## config.mk

```make
export PLATFORM = sky130hd
export DESIGN_NAME = instr_mem_loader_flat
export DESIGN_NICKNAME = d
export VERILOG_FILES = /design/src/rtl/instr_mem_loader_pkg.sv /design/src/rtl/instr_mem_loader_if.sv /design/src/rtl/loader_stall_timer.sv /design/src/rtl/instr_mem_loader.sv /design/src/flat_wrapper.sv
export SDC_FILE = /design/constraint.sdc
export NUM_CORES = 1
export LEC_CHECK = 0
export BUFFER_PORTS_ARGS = -buffer_cell sky130_fd_sc_hd__buf_2
export CAP_MARGIN = 0
export CORE_MARGIN = 8
export CORE_UTILIZATION = 50
export CTS_CLUSTER_SIZE = 40
export DETAILED_ROUTE_END_ITERATION = 8
export PLACE_DENSITY_LB_ADDON = 0.08
export SLEW_MARGIN = 20
export SYNTH_ARGS = -nofsm -noshare
export SYNTH_HDL_FRONTEND = slang
export SYNTH_SLANG_ARGS = --single-unit
```

## constraint.sdc

```tcl
create_clock -name clk -period 2.05 [get_ports clk]
set_input_delay 0.41 -clock clk [delete_from_list [all_inputs] [get_ports clk]]
set_output_delay 0.41 -clock clk [all_outputs]
set_load 0.03 [all_outputs]
```

## src/rtl/instr_mem_loader_pkg.sv

```systemverilog
// Shared types and constants for the instruction memory loader.
// Holds the state encoding, frame-field constants and parameter defaults.
package instr_mem_loader_pkg;

    localparam int unsigned BYTE_W          = 8;
    localparam int unsigned ADDR_W          = 8;
    localparam int unsigned STALL_W         = 16;
    localparam int unsigned DEPTH_DEFAULT   = 32;
    localparam int unsigned TIMEOUT_DEFAULT = 255;

    // Smallest legal frame length and the checksum seed (XOR identity).
    localparam logic [BYTE_W-1:0] LEN_MIN   = 8'd1;
    localparam logic [BYTE_W-1:0] CSUM_INIT = 8'h00;

    typedef enum logic [2:0] {
        ST_IDLE = 3'd0,
        ST_LEN  = 3'd1,
        ST_DATA = 3'd2,
        ST_CSUM = 3'd3,
        ST_DONE = 3'd4,
        ST_ERR  = 3'd5
    } state_e;

    typedef struct packed {
        logic              en;
        logic [ADDR_W-1:0] addr;
        logic [BYTE_W-1:0] data;
    } mem_wr_t;

    function automatic logic len_ok(input logic [BYTE_W-1:0] len, input int unsigned depth);
        return (len >= LEN_MIN) && (32'(len) <= depth);
    endfunction

endpackage

```

## src/rtl/instr_mem_loader_if.sv

```systemverilog
// Byte-stream valid/ready channel feeding the loader.
interface instr_mem_loader_if;
    import instr_mem_loader_pkg::*;

    logic              valid;
    logic [BYTE_W-1:0] data;
    logic              ready;

    modport master (output valid, output data, input  ready);
    modport slave  (input  valid, input  data, output ready);

endinterface

```

## src/rtl/loader_stall_timer.sv

```systemverilog
// Counts idle cycles of an active load; expires on the cycle the count reaches TIMEOUT.
module loader_stall_timer
    import instr_mem_loader_pkg::*;
#(
    parameter int unsigned TIMEOUT = TIMEOUT_DEFAULT
) (
    input  logic clk,
    input  logic rst_n,
    input  logic clear_i,
    input  logic count_en_i,
    output logic expired_c
);

    logic [STALL_W-1:0] cnt_q, cnt_d;

    always_comb begin
        cnt_d = cnt_q;
        if (clear_i) begin
            cnt_d = '0;
        end else if (count_en_i) begin
            cnt_d = cnt_q + STALL_W'(1);
        end
    end

    // Flags the stall cycle that brings the count up to TIMEOUT, so the FSM leaves on that edge.
    assign expired_c = count_en_i && !clear_i && ((32'(cnt_q) + 32'd1) >= TIMEOUT);

    always_ff @(posedge clk or negedge rst_n) begin
        if (!rst_n) begin
            cnt_q <= '0;
        end else begin
            cnt_q <= cnt_d;
        end
    end

endmodule

```

## src/rtl/instr_mem_loader.sv

```systemverilog
// Loads a length/data/checksum byte frame into instruction memory while holding the CPU.
// The CPU is released only after a frame whose XOR checksum matches.
module instr_mem_loader
    import instr_mem_loader_pkg::*;
#(
    parameter int unsigned DEPTH   = DEPTH_DEFAULT,
    parameter int unsigned TIMEOUT = TIMEOUT_DEFAULT
) (
    input  logic              clk,
    input  logic              rst_n,
    input  logic              start_i,
    instr_mem_loader_if.slave in_if,
    output logic              mem_wr_en_o,
    output logic [ADDR_W-1:0] mem_wr_addr_o,
    output logic [BYTE_W-1:0] mem_wr_data_o,
    output logic              cpu_hold_o,
    output logic              load_done_o,
    output logic              load_err_o
);

    state_e            state_q, state_d;
    logic [BYTE_W-1:0] len_q, len_d;
    logic [ADDR_W-1:0] idx_q, idx_d;
    logic [BYTE_W-1:0] csum_q, csum_d;
    mem_wr_t           wr_q, wr_d;
    logic              hold_q, hold_d;
    logic              done_q, done_d;
    logic              err_q, err_d;
    logic              ready_q, ready_d;

    logic accept, start_go, last_byte;
    logic stall_clr, stall_en, stall_exp;

    // ready_q mirrors "state is LEN/DATA/CSUM", so it doubles as the busy flag.
    assign accept    = in_if.valid && ready_q;
    assign start_go  = start_i && (state_q inside {ST_IDLE, ST_DONE, ST_ERR});
    assign last_byte = (idx_q == ADDR_W'(len_q - BYTE_W'(1)));
    assign stall_clr = start_go || accept;
    assign stall_en  = ready_q && !accept;

    loader_stall_timer #(.TIMEOUT(TIMEOUT)) u_stall_timer (
        .clk        (clk),
        .rst_n      (rst_n),
        .clear_i    (stall_clr),
        .count_en_i (stall_en),
        .expired_c  (stall_exp)
    );

    always_ff @(posedge clk or negedge rst_n) begin
        if (!rst_n) begin
            state_q <= ST_IDLE;
        end else begin
            state_q <= state_d;
        end
    end

    always_comb begin
        state_d = state_q;
        unique case (state_q)
            ST_IDLE, ST_DONE, ST_ERR: begin
                if (start_i) state_d = ST_LEN;
            end
            ST_LEN: begin
                if (accept)         state_d = len_ok(in_if.data, DEPTH) ? ST_DATA : ST_ERR;
                else if (stall_exp) state_d = ST_ERR;
            end
            ST_DATA: begin
                if (accept && last_byte) state_d = ST_CSUM;
                else if (stall_exp)      state_d = ST_ERR;
            end
            ST_CSUM: begin
                if (accept)         state_d = (in_if.data == csum_q) ? ST_DONE : ST_ERR;
                else if (stall_exp) state_d = ST_ERR;
            end
            default: state_d = ST_IDLE;
        endcase
    end

    always_comb begin
        len_d   = len_q;
        idx_d   = idx_q;
        csum_d  = csum_q;
        wr_d    = wr_q;
        wr_d.en = 1'b0;
        hold_d  = hold_q;
        done_d  = done_q;
        err_d   = err_q;
        ready_d = state_d inside {ST_LEN, ST_DATA, ST_CSUM};

        if (start_go) begin
            len_d  = '0;
            idx_d  = '0;
            csum_d = CSUM_INIT;
            hold_d = 1'b1;
            done_d = 1'b0;
            err_d  = 1'b0;
        end
        if (accept && (state_q == ST_LEN)) begin
            len_d = in_if.data;
        end
        if (accept && (state_q == ST_DATA)) begin
            wr_d.en   = 1'b1;
            wr_d.addr = idx_q;
            wr_d.data = in_if.data;
            idx_d     = idx_q + ADDR_W'(1);
            csum_d    = csum_q ^ in_if.data;
        end
        // Hold stays asserted on error so the CPU never runs a partial image.
        if ((state_d == ST_DONE) && (state_q != ST_DONE)) begin
            done_d = 1'b1;
            hold_d = 1'b0;
        end
        if ((state_d == ST_ERR) && (state_q != ST_ERR)) begin
            err_d = 1'b1;
        end
    end

    always_ff @(posedge clk or negedge rst_n) begin
        if (!rst_n) begin
            len_q   <= '0;
            idx_q   <= '0;
            csum_q  <= '0;
            wr_q    <= '0;
            hold_q  <= 1'b0;
            done_q  <= 1'b0;
            err_q   <= 1'b0;
            ready_q <= 1'b0;
        end else begin
            len_q   <= len_d;
            idx_q   <= idx_d;
            csum_q  <= csum_d;
            wr_q    <= wr_d;
            hold_q  <= hold_d;
            done_q  <= done_d;
            err_q   <= err_d;
            ready_q <= ready_d;
        end
    end

    assign in_if.ready   = ready_q;
    assign mem_wr_en_o   = wr_q.en;
    assign mem_wr_addr_o = wr_q.addr;
    assign mem_wr_data_o = wr_q.data;
    assign cpu_hold_o    = hold_q;
    assign load_done_o   = done_q;
    assign load_err_o    = err_q;

endmodule

```

## src/flat_wrapper.sv

```systemverilog
// flat-port wrapper written by rule: the top's interface ports become plain ports
module instr_mem_loader_flat import instr_mem_loader_pkg::*;
#(
    parameter int unsigned DEPTH   = DEPTH_DEFAULT,
    parameter int unsigned TIMEOUT = TIMEOUT_DEFAULT
)
  (clk, rst_n, start_i, mem_wr_en_o, mem_wr_addr_o, mem_wr_data_o, cpu_hold_o, load_done_o, load_err_o, in_if_valid, in_if_data, in_if_ready);
  instr_mem_loader_if in_if_i ();
  input  logic clk;
  input  logic rst_n;
  input  logic start_i;
  output logic mem_wr_en_o;
  output logic [ADDR_W-1:0] mem_wr_addr_o;
  output logic [BYTE_W-1:0] mem_wr_data_o;
  output logic cpu_hold_o;
  output logic load_done_o;
  output logic load_err_o;
  input wire logic [$bits(in_if_i.valid)-1:0] in_if_valid;
  input wire logic [$bits(in_if_i.data)-1:0] in_if_data;
  output wire logic [$bits(in_if_i.ready)-1:0] in_if_ready;
  assign in_if_i.valid = in_if_valid;
  assign in_if_i.data = in_if_data;
  assign in_if_ready = in_if_i.ready;
  instr_mem_loader #(.DEPTH(DEPTH), .TIMEOUT(TIMEOUT)) u_core (.clk(clk), .rst_n(rst_n), .start_i(start_i), .in_if(in_if_i), .mem_wr_en_o(mem_wr_en_o), .mem_wr_addr_o(mem_wr_addr_o), .mem_wr_data_o(mem_wr_data_o), .cpu_hold_o(cpu_hold_o), .load_done_o(load_done_o), .load_err_o(load_err_o));
endmodule
```

==> flow_metrics.tcl, run 1 <==
set metrics [dict create \
    synth_cells 415 \
    syn2layout_area_growth_pct 34.84 \
    clk_latency_ns 0.34 \
    slowest_stage "or4_4" \
    cp.arrival_ns 2.46 \
    syn_area_per_cell_um2 8.394 \
    finalWorstSetupSlack_ns -0.1331 \
    yosys_warnings 0 \
    initial_core_util_pct 51.56 \
    path_buf_inv 0 \
    layout.nets 535 \
    power.density_nw_per_um2 1139 \
    wirelength_um 9378 \
    cts_root_buf "clkbuf_8" \
    drcViolationCount 0 \
    grt_max_degree 33 \
    finalSetupViolations 6 \
    grtUsageTotal_pct 19.74 \
    via_per_inst 5.561 \
    endpoint_kind "flip-flop" \
    htree_levels 3 \
    wl_met3_um 297 \
    path_cells "ha_4 -> a21oi_1 -> mux2_2 -> a21oi_1 -> or4_4 -> a31oi_4 -> o32a_4 -> a22o_1" \
    max_freq_mhz 458.1 \
    cts_tree "yes" \
    syn_nets 431 \
    crit_fanout 5 \
    maxCapViolCount 0 \
    clock-sinks 64 \
    min_period_ns 2.183 \
    ys.flop_type "dfrtp_1" \
    grt_pass1_wl_um 16050 \
    wl_per_cell_um 15.53 \
    path_class "flip-flop to flip-flop" \
    wl_met1_um 4224 \
    synth_seq_cells 64 \
    antenna_found_initial 0 \
    cts.clk_slew.worst_paths_ns 0.08 \
    maxSlewViolCount 0 \
    vias 3359 \
    finalClockSkew_ns 0.009360 \
    fp.dieH_um 99.47 \
    hold_path.class "input pin to async pin" \
    p_total_mw 5.349 \
    startpoint_type "flip-flop" \
    dr.pass1.iters 4 \
    die_w_um 99.47 \
    cts_hold_buf 0 \
    grt_pass1_vias 3497 \
    placed_cell_area_um2 4270 \
    timing.final.crit_share_pct 106.5 \
    ios 33 \
    syn_area_um2 3483 \
    synth_seq_area_share_pct 45.98 \
    num_rows 30 \
    failed_checks "negative setup slack" \
    gr-total-overflow 0 \
    io_buffers 32 \
    final_area_um2 4697 \
    cp_slowest_stage_delay_ns 0.50 \
    clock_path_buffers 2 \
    diodes 0 \
    hold_viol 0 \
    dr.max_layer_used "met4" \
    fillCellCount 562 \
    synth_edf_count 0 \
    ant_nets 0 \
    drt-initial-drc-count 119 \
    core_region_area_um2 6756 \
    layout-drive-gt1-share_pct 32.44 \
    gp_congestion 0.9039 \
    hpwl_um 6560 \
    rsz0062_at_grt "yes" \
    slew_headroom_pct 64.08 \
    crit_top_cell "a21oi_1" \
    fp.dieArea_um2 9893 \
    tightest_slew_ns 0.5339 \
    routed-wl-met2_um 4678 \
    status "finished, violations left" \
    ir_worst_vdd_mv 0.8078 \
    cts_buffers 9 \
    async_flop_share_pct 100.0 \
    p_leak_nw 2.251 \
    cp_top_family "compound AO/OA/AOI/OAI gates" \
    ys_types 50 \
    worst_ep_required_time_ns 2.33 \
]
[cells by family after synthesis]
logic type / count (synthesis) / share of synthesized area, %
simple gates: 192 / 25.58
compound gates: 98 / 17.03
flops: 64 / 45.98
buf+inv: 34 / 4.095
xor+xnor: 21 / 5.280
fa+ha+maj: 4 / 1.437
mux: 2 / 0.6106
[routing by layer]
metal,vias up,GRT usage [%]
met5,-,0
met4,0,8.149
met3,18,3.282
met2,62,33.99
met1,1607,23.84
li1,1672,-
[placed cells by master (no fill, tap or decap), drive strengths merged, types with 6 or more instances in the layout]
cell	n
clkbuf	9
nor3	16
o21ai	52
a31oi	6
nand2	86
xor2	11
nor4	7
inv	14
xnor2	10
nand4	7
buf	115
o31ai	6
nor2	34
nand3	22
dfrtp	64
a21oi	14
[path summary, 6_finish.rpt]
| path | start | end | slack, ns | cells past startpoint |
|---|---|---|---|---|
| min in group clk | in_if_data[7] | u_core.mem_wr_data_o[7] | 0.43 | 4 |
| max reg2reg | u_core.u_stall_timer.cnt_q[0] | u_core.load_done_o | -0.13 | 8 |
| min | rst_n | u_core.mem_wr_addr_o[4] | 0.10 | 2 |
| max in group asynchronous | rst_n | u_core.u_stall_timer.cnt_q[1] | 1.61 | 2 |
| min reg2reg | u_core.mem_wr_data_o[1] | u_core.mem_wr_data_o[1] | 0.47 | 2 |
| max | u_core.u_stall_timer.cnt_q[0] | u_core.load_done_o | -0.13 | 8 |
[report_power, final]
part	internal (mW)	leakage, nW	switching (mW)
registers	1.56	0.859	0.277
clock network	0.446	0.0822	0.542
logic	1.08	1.31	1.44
total	3.09	2.25	2.26
[what timing repair did]
| action | 4_1_cts | 5_1_grt |
|---|---|---|
| pin swaps | 13 | 2 |
| gates resized for setup | 26 | 4 |
| setup buffers | 7 | 3 |
| hold endpoints to repair | 0 | 0 |
| endpoints found under the setup margin | 9 | 17 |
[cell usage after synthesis, drive strengths merged (8+ instances only)]
master | instances | share of area, %
xor2 | 11 | 2.8
a21oi | 14 | 2.0
o21ai | 52 | 7.5
nor3 | 16 | 2.4
nor2 | 34 | 3.7
inv | 12 | 1.3
clkbuf | 14 | 1.5
nand2 | 86 | 9.3
buf | 8 | 1.3
nand3 | 22 | 3.2
xnor2 | 10 | 2.5
dfrtp | 64 | 46
[metrics by stage]
stage	instances	util, %	hold slack (ns)	TNS (ns)	worst slack [ns]
final	604	69.52	0.1018	-0.5697	-0.1331
after global placement	579	63.20	0.4516	-0.6588	-0.1884
after detailed placement	579	63.20	0.4570	-1.017	-0.2456
after global routing	604	69.52	0.1314	-1.099	-0.2258
after floorplan	415	-	0.1144	0	0.002931
after CTS	602	68.87	0.1023	-0.2657	-0.07776
[state kept, by name, summed over array words and instances (netlist names)]
name / count
u_core.u_stall_timer.cnt_q: 16
u_core.mem_wr_data_o: 8
u_core.state_q: 3
u_core.mem_wr_addr_o: 8
u_core.load_err_o: 1
u_core.load_done_o: 1
u_core.in_if.ready: 1
u_core.idx_q: 8
u_core.len_q: 8
u_core.cpu_hold_o: 1
u_core.mem_wr_en_o: 1
u_core.csum_q: 8
[final cells by class]
class	count	area, um2	share of cell area [%]
inverters	12	45.04	0.9590
flip-flops and latches	64	1605	34.18
multi-input cells	317	1978	42.12
well taps	80	100.1	2.131
clock inverters	7	53.80	1.145
clock buffers	9	123.9	2.637
repair buffers	115	790.8	16.84
Note: power is estimated with default switching activity, not from simulation.
==> run 2, diff against run 1 <==
==> constraint.sdc (replaced) <==
create_clock -name clk -period 2.05 [get_ports clk]
set_input_delay 0.41 -clock clk [delete_from_list [all_inputs] [get_ports clk]]
set_output_delay 0.41 -clock clk [all_outputs]
set_load 0.01 [all_outputs]
==> run 2 against run 1 <==
Net effect:
- the run still ends with negative setup slack left
- register-to-register slack barely moved
- via count up 2.2%
- critical endpoint is now u_core.load_err_o
- design area is 1.1% lower
- largest cell class unchanged
- fmax rose by 0.45%
==> flow_metrics.tcl, run 2 (synthesis gave the netlist of run 1 again) <==
set metrics [dict create \
    initial_core_util_pct 51.56 \
    ios 33 \
    finalSetupViolations 6 \
    top_register "u_core.u_stall_timer.cnt_q" \
    crit_fanout 5 \
    htree_levels 3 \
    hold_viol 0 \
    via_per_inst 5.760 \
    rsz0062_at_grt "yes" \
    startpoint_type "flip-flop" \
    syn2layout_area_growth_pct 33.41 \
    vias 3433 \
    fillCellCount 554 \
    min_period_ns 2.173 \
    fp.dieH_um 99.47 \
    grt_pass1_wl_um 15990 \
    final_area_um2 4647 \
    cts_buffers 9 \
    gp_congestion 0.9187 \
    wirelength_um 9275 \
    endpoint_kind "flip-flop" \
    cp.arrival_ns 2.45 \
    slowest_stage "or4_4" \
    cts_root_buf "clkbuf_8" \
    fp.dieArea_um2 9893 \
    hold_path.class "input pin to async pin" \
    layout_common_cells "nand2_1 (84), buf_4 (74), dfrtp_1 (61)" \
    largest_reg_flops 16 \
    slew_headroom_pct 65.55 \
    clk_latency_ns 0.34 \
    maxCapViolCount 0 \
    grt_max_degree 65 \
    seq_area_um2 1605 \
    num_rows 30 \
    path_class "flip-flop to flip-flop" \
    io_buffers 32 \
    grt_pass1_vias 3523 \
    path_buf_inv 1 \
    fin_setup_tns_ns -0.5280 \
    gr-total-overflow 0 \
    grtUsageTotal_pct 19.84 \
    path_cells "nand4_1 -> buf_4 -> nor4_4 -> nor3_1 -> or4_4 -> a31oi_4 -> o32a_4 -> a22o_1" \
    power.density_nw_per_um2 1141 \
    ant_nets 0 \
    p_leak_nw 2.215 \
    drt-initial-drc-count 202 \
    cts_tree "yes" \
    diodes 0 \
    tightest_slew_ns 0.5162 \
    drcViolationCount 0 \
    layout-drive-gt1-share_pct 31.01 \
    ir_worst_vdd_mv 0.7305 \
    final_common_cell "nand2_1" \
    finalClockSkew_ns 0.008303 \
    maxSlewViolCount 0 \
    max_freq_mhz 460.1 \
    hpwl_um 6542 \
    layout.nets 527 \
    cts.clk_slew.worst_paths_ns 0.07 \
    wl_per_cell_um 15.56 \
    die_w_um 99.47 \
    cts_hold_buf 0 \
    clock-sinks 64 \
    timing.final.crit_share_pct 106.0 \
    placed_cell_area_um2 4267 \
    failed_checks "negative setup slack" \
    clock_path_buffers 2 \
    dr.pass1.iters 4 \
    core_region_area_um2 6756 \
    cp_slowest_stage_delay_ns 0.45 \
    multi_input_area_um2 1939 \
    cp_top_family "simple AND/OR/NAND/NOR gates" \
    antenna_found_initial 0 \
    status "finished, violations left" \
    finalWorstSetupSlack_ns -0.1233 \
    worst_ep_required_time_ns 2.32 \
]
## run 2: worst register-to-register path: stages (launching register included)
cell and delay, ns:
dfrtp_2 0.42, nand4_1 0.25, buf_4 0.23, nor4_4 0.15
nor3_1 0.09, or4_4 0.45, a31oi_4 0.18, o32a_4 0.21
a22o_1 0.12
## run 2: power by group
| group | switching [mW] | internal (mW) |
|---|---|---|
| registers | 0.260 | 1.56 |
| clock network | 0.498 | 0.716 |
| logic | 1.26 | 1.01 |
## run 2: layout make-up
cell class	count	area share [%]
flip-flops and latches	64	34.54
multi-input cells	317	41.73
well taps	80	2.154
clock inverters	5	1.723
repair buffers	107	15.83
clock buffers	11	3.043
inverters	12	0.9693
## run 2: metrics by stage
step	std cells	total power, mW	hold slack, ns	util (%)	worst slack [ns]
final	596	5.300	0.06845	68.78	-0.1233
after global routing	596	5.663	0.09840	68.78	-0.2120
after CTS	595	5.304	0.08184	67.89	-0.08098
after detailed placement	577	3.992	0.4408	63.15	-0.2242
after global placement	577	3.923	0.4497	63.15	-0.1901
after floorplan	415	3.099	0.1144	-	0.002929
## run 2: what timing repair did
action | 4_1_cts | 5_1_grt
buffers inserted | 2 | 1
resized for setup | 14 | 12
gates cloned | 0 | 0
endpoints found under the setup margin | 7 | 28
pin swaps | 4 | 2
## run 2: path summary, 6_finish.rpt
kind	from	end	slack (ns)	cells after the start
worst max-delay path	u_core.u_stall_timer.cnt_q[1]	u_core.load_err_o	-0.12	8
worst min-delay path	rst_n	u_core.u_stall_timer.cnt_q[10]	0.07	2
worst max register to register	u_core.u_stall_timer.cnt_q[1]	u_core.load_err_o	-0.12	8
worst min register to register	u_core.mem_wr_addr_o[5]	u_core.mem_wr_addr_o[5]	0.47	2
max in group asynchronous	rst_n	u_core.u_stall_timer.cnt_q[0]	1.66	2
min in group clk	in_if_data[6]	u_core.mem_wr_data_o[6]	0.43	4
## run 2: metal layers
metal	vias up	GRT usage [%]	share of wire [%]	wire length [um]
met5	-	0	0	0
met4	0	7.916	1.8	169
met3	16	3.492	4.7	433
met2	98	34.35	50	4655
met1	1661	23.80	43	4017
li1	1658	-	-	-
==> run 3, diff against run 2 <==
clock period = 2.2 ns   (was 2.05 ns; I/O delays follow)
==> run 3 against run 2 <==
Net effect:
- the run still ends with negative setup slack left
- clock power is 23% lower
- combinational power is 7% lower
- final cell count is 0.34% lower
- clock-buffer cell count is 1 higher
- register-to-register slack better by 0.10 ns
- largest power group unchanged
==> flow_metrics.tcl, run 3 (synthesis gave the netlist of run 1 again) <==
set metrics [dict create \
    io_buffers 32 \
    wirelength_um 9057 \
    clock-sinks 64 \
    max_freq_mhz 450.5 \
    cts_buffers 9 \
    timing.final.crit_share_pct 100.9 \
    clock_path_buffers 2 \
    via_per_inst 5.584 \
    fp.dieArea_um2 9893 \
    cts.clk_slew.worst_paths_ns 0.07 \
    layout-drive-gt1-share_pct 29.38 \
    final_util_pct 67.74 \
    cp.arrival_ns 2.45 \
    die_w_um 99.47 \
    layout_common_cells "nand2_1 (86), buf_4 (71), dfrtp_1 (62)" \
    finalSetupViolations 2 \
    multi_input_area_um2 1919 \
    top_register "u_core.u_stall_timer.cnt_q" \
    largest_reg_flops 16 \
    hold_viol 0 \
    failed_checks "negative setup slack" \
    gr-total-overflow 0 \
    tightest_slew_ns 0.5913 \
    grtUsageTotal_pct 19.26 \
    crit_fanout 5 \
    layout.nets 525 \
    gp_congestion 0.9045 \
    rsz0062_at_grt "yes" \
    min_period_ns 2.220 \
    finalWorstSetupSlack_ns -0.01992 \
    fillCellCount 601 \
    final_common_cell "nand2_1" \
    initial_core_util_pct 51.56 \
    drcViolationCount 0 \
    htree_levels 3 \
    cts_tree "yes" \
    maxCapViolCount 0 \
    reg2reg_slack_ns -0.02 \
    wl_per_cell_um 15.25 \
    whs_ns 0.08173 \
    power.density_nw_per_um2 1035 \
    finalClockSkew_ns 0.01008 \
    seq_area_um2 1604 \
    grt_max_degree 65 \
    ant_nets 0 \
    slew_headroom_pct 60.44 \
    status "finished, violations left" \
    hold_path.class "input pin to async pin" \
    num_rows 30 \
    grt_pass1_wl_um 15600 \
    dr.pass1.iters 4 \
    grt_pass1_vias 3429 \
    core_region_area_um2 6756 \
    hpwl_um 6473 \
    path_class "flip-flop to flip-flop" \
    syn2layout_area_growth_pct 31.39 \
    p_total_mw 4.737 \
    fp.dieH_um 99.47 \
    ios 33 \
    worst_ep_required_time_ns 2.43 \
    cts_root_buf "clkbuf_8" \
    maxSlewViolCount 0 \
    vias 3317 \
    ir_worst_vdd_mv 0.6379 \
    antenna_found_initial 0 \
    diodes 0 \
    startpoint_type "flip-flop" \
    clk_latency_ns 0.34 \
    endpoint_kind "flip-flop" \
    p_leak_nw 2.197 \
    drt-initial-drc-count 143 \
]
run 3: worst max-delay path: stages, from the launching register on:
cell,delay (ns)
dfrtp_1,0.39
inv_2,0.07
ha_4,0.26
xor2_1,0.14
nand3_1,0.12
a2111oi_2,0.29
buf_4,0.18
a31oi_4,0.08
o32a_4,0.40
a22o_1,0.18
run 3: layer usage:
layer | wire [um] | vias to the layer above | track usage [%] | part of all wire, %
met5 | 0 | - | 0 | 0
met4 | 154 | 0 | 8.382 | 1.7
met3 | 282 | 15 | 4.260 | 3.1
met2 | 4452 | 62 | 31.71 | 49
met1 | 4168 | 1586 | 23.66 | 46
li1 | - | 1654 | - | -
run 3: repair_timing:
action	CTS	global route
resized for setup	8	22
pin swaps	2	9
endpoints found under the setup margin	5	15
hold buffers	0	0
endpoints found under the hold margin	0	0
gates cloned	0	0
buffers inserted	2	2
run 3: layout make-up:
| class | count | area share [%] |
|---|---|---|
| repair buffers | 105 | 15.83 |
| clock buffers | 12 | 3.390 |
| clock inverters | 4 | 0.6288 |
| flip-flops and latches | 64 | 35.05 |
| well taps | 80 | 2.187 |
| inverters | 12 | 0.9841 |
| multi-input cells | 317 | 41.94 |
run 3: worst paths after layout:
path | to | cells past startpoint | from
max in group asynchronous | u_core.csum_q[3] | 2 | rst_n
min in group clk | u_core.mem_wr_data_o[3] | 3 | in_if_data[3]
hold / removal | u_core.u_stall_timer.cnt_q[8] | 2 | rst_n
setup reg to reg | u_core.load_done_o | 9 | u_core.len_q[1]
hold reg to reg | u_core.mem_wr_addr_o[3] | 2 | u_core.mem_wr_addr_o[3]
setup / recovery | u_core.load_done_o | 9 | u_core.len_q[1]
run 3: report_power, final:
group / total [mW] / internal [mW] / switching [mW]
registers: 1.69 / 1.45 / 0.238
logic: 2.12 / 0.947 / 1.17
clock network: 0.933 / 0.471 / 0.463
total: 4.74 / 2.87 / 1.87
run 3: through the flow:
| stage | cells | area (um2) | worst slack, ns | setup TNS (ns) |
|---|---|---|---|---|
| floorplan | 415 | 3497 | 0.06002 | 0 |
| global placement | 574 | 4190 | -0.1680 | -0.3052 |
| global route | 594 | 4577 | -0.1459 | -0.4432 |
| finish | 594 | 4577 | -0.01992 | -0.03924 |
| detailed placement | 574 | 4190 | -0.2237 | -0.5062 |
| CTS | 592 | 4434 | 0.008561 | 0 |
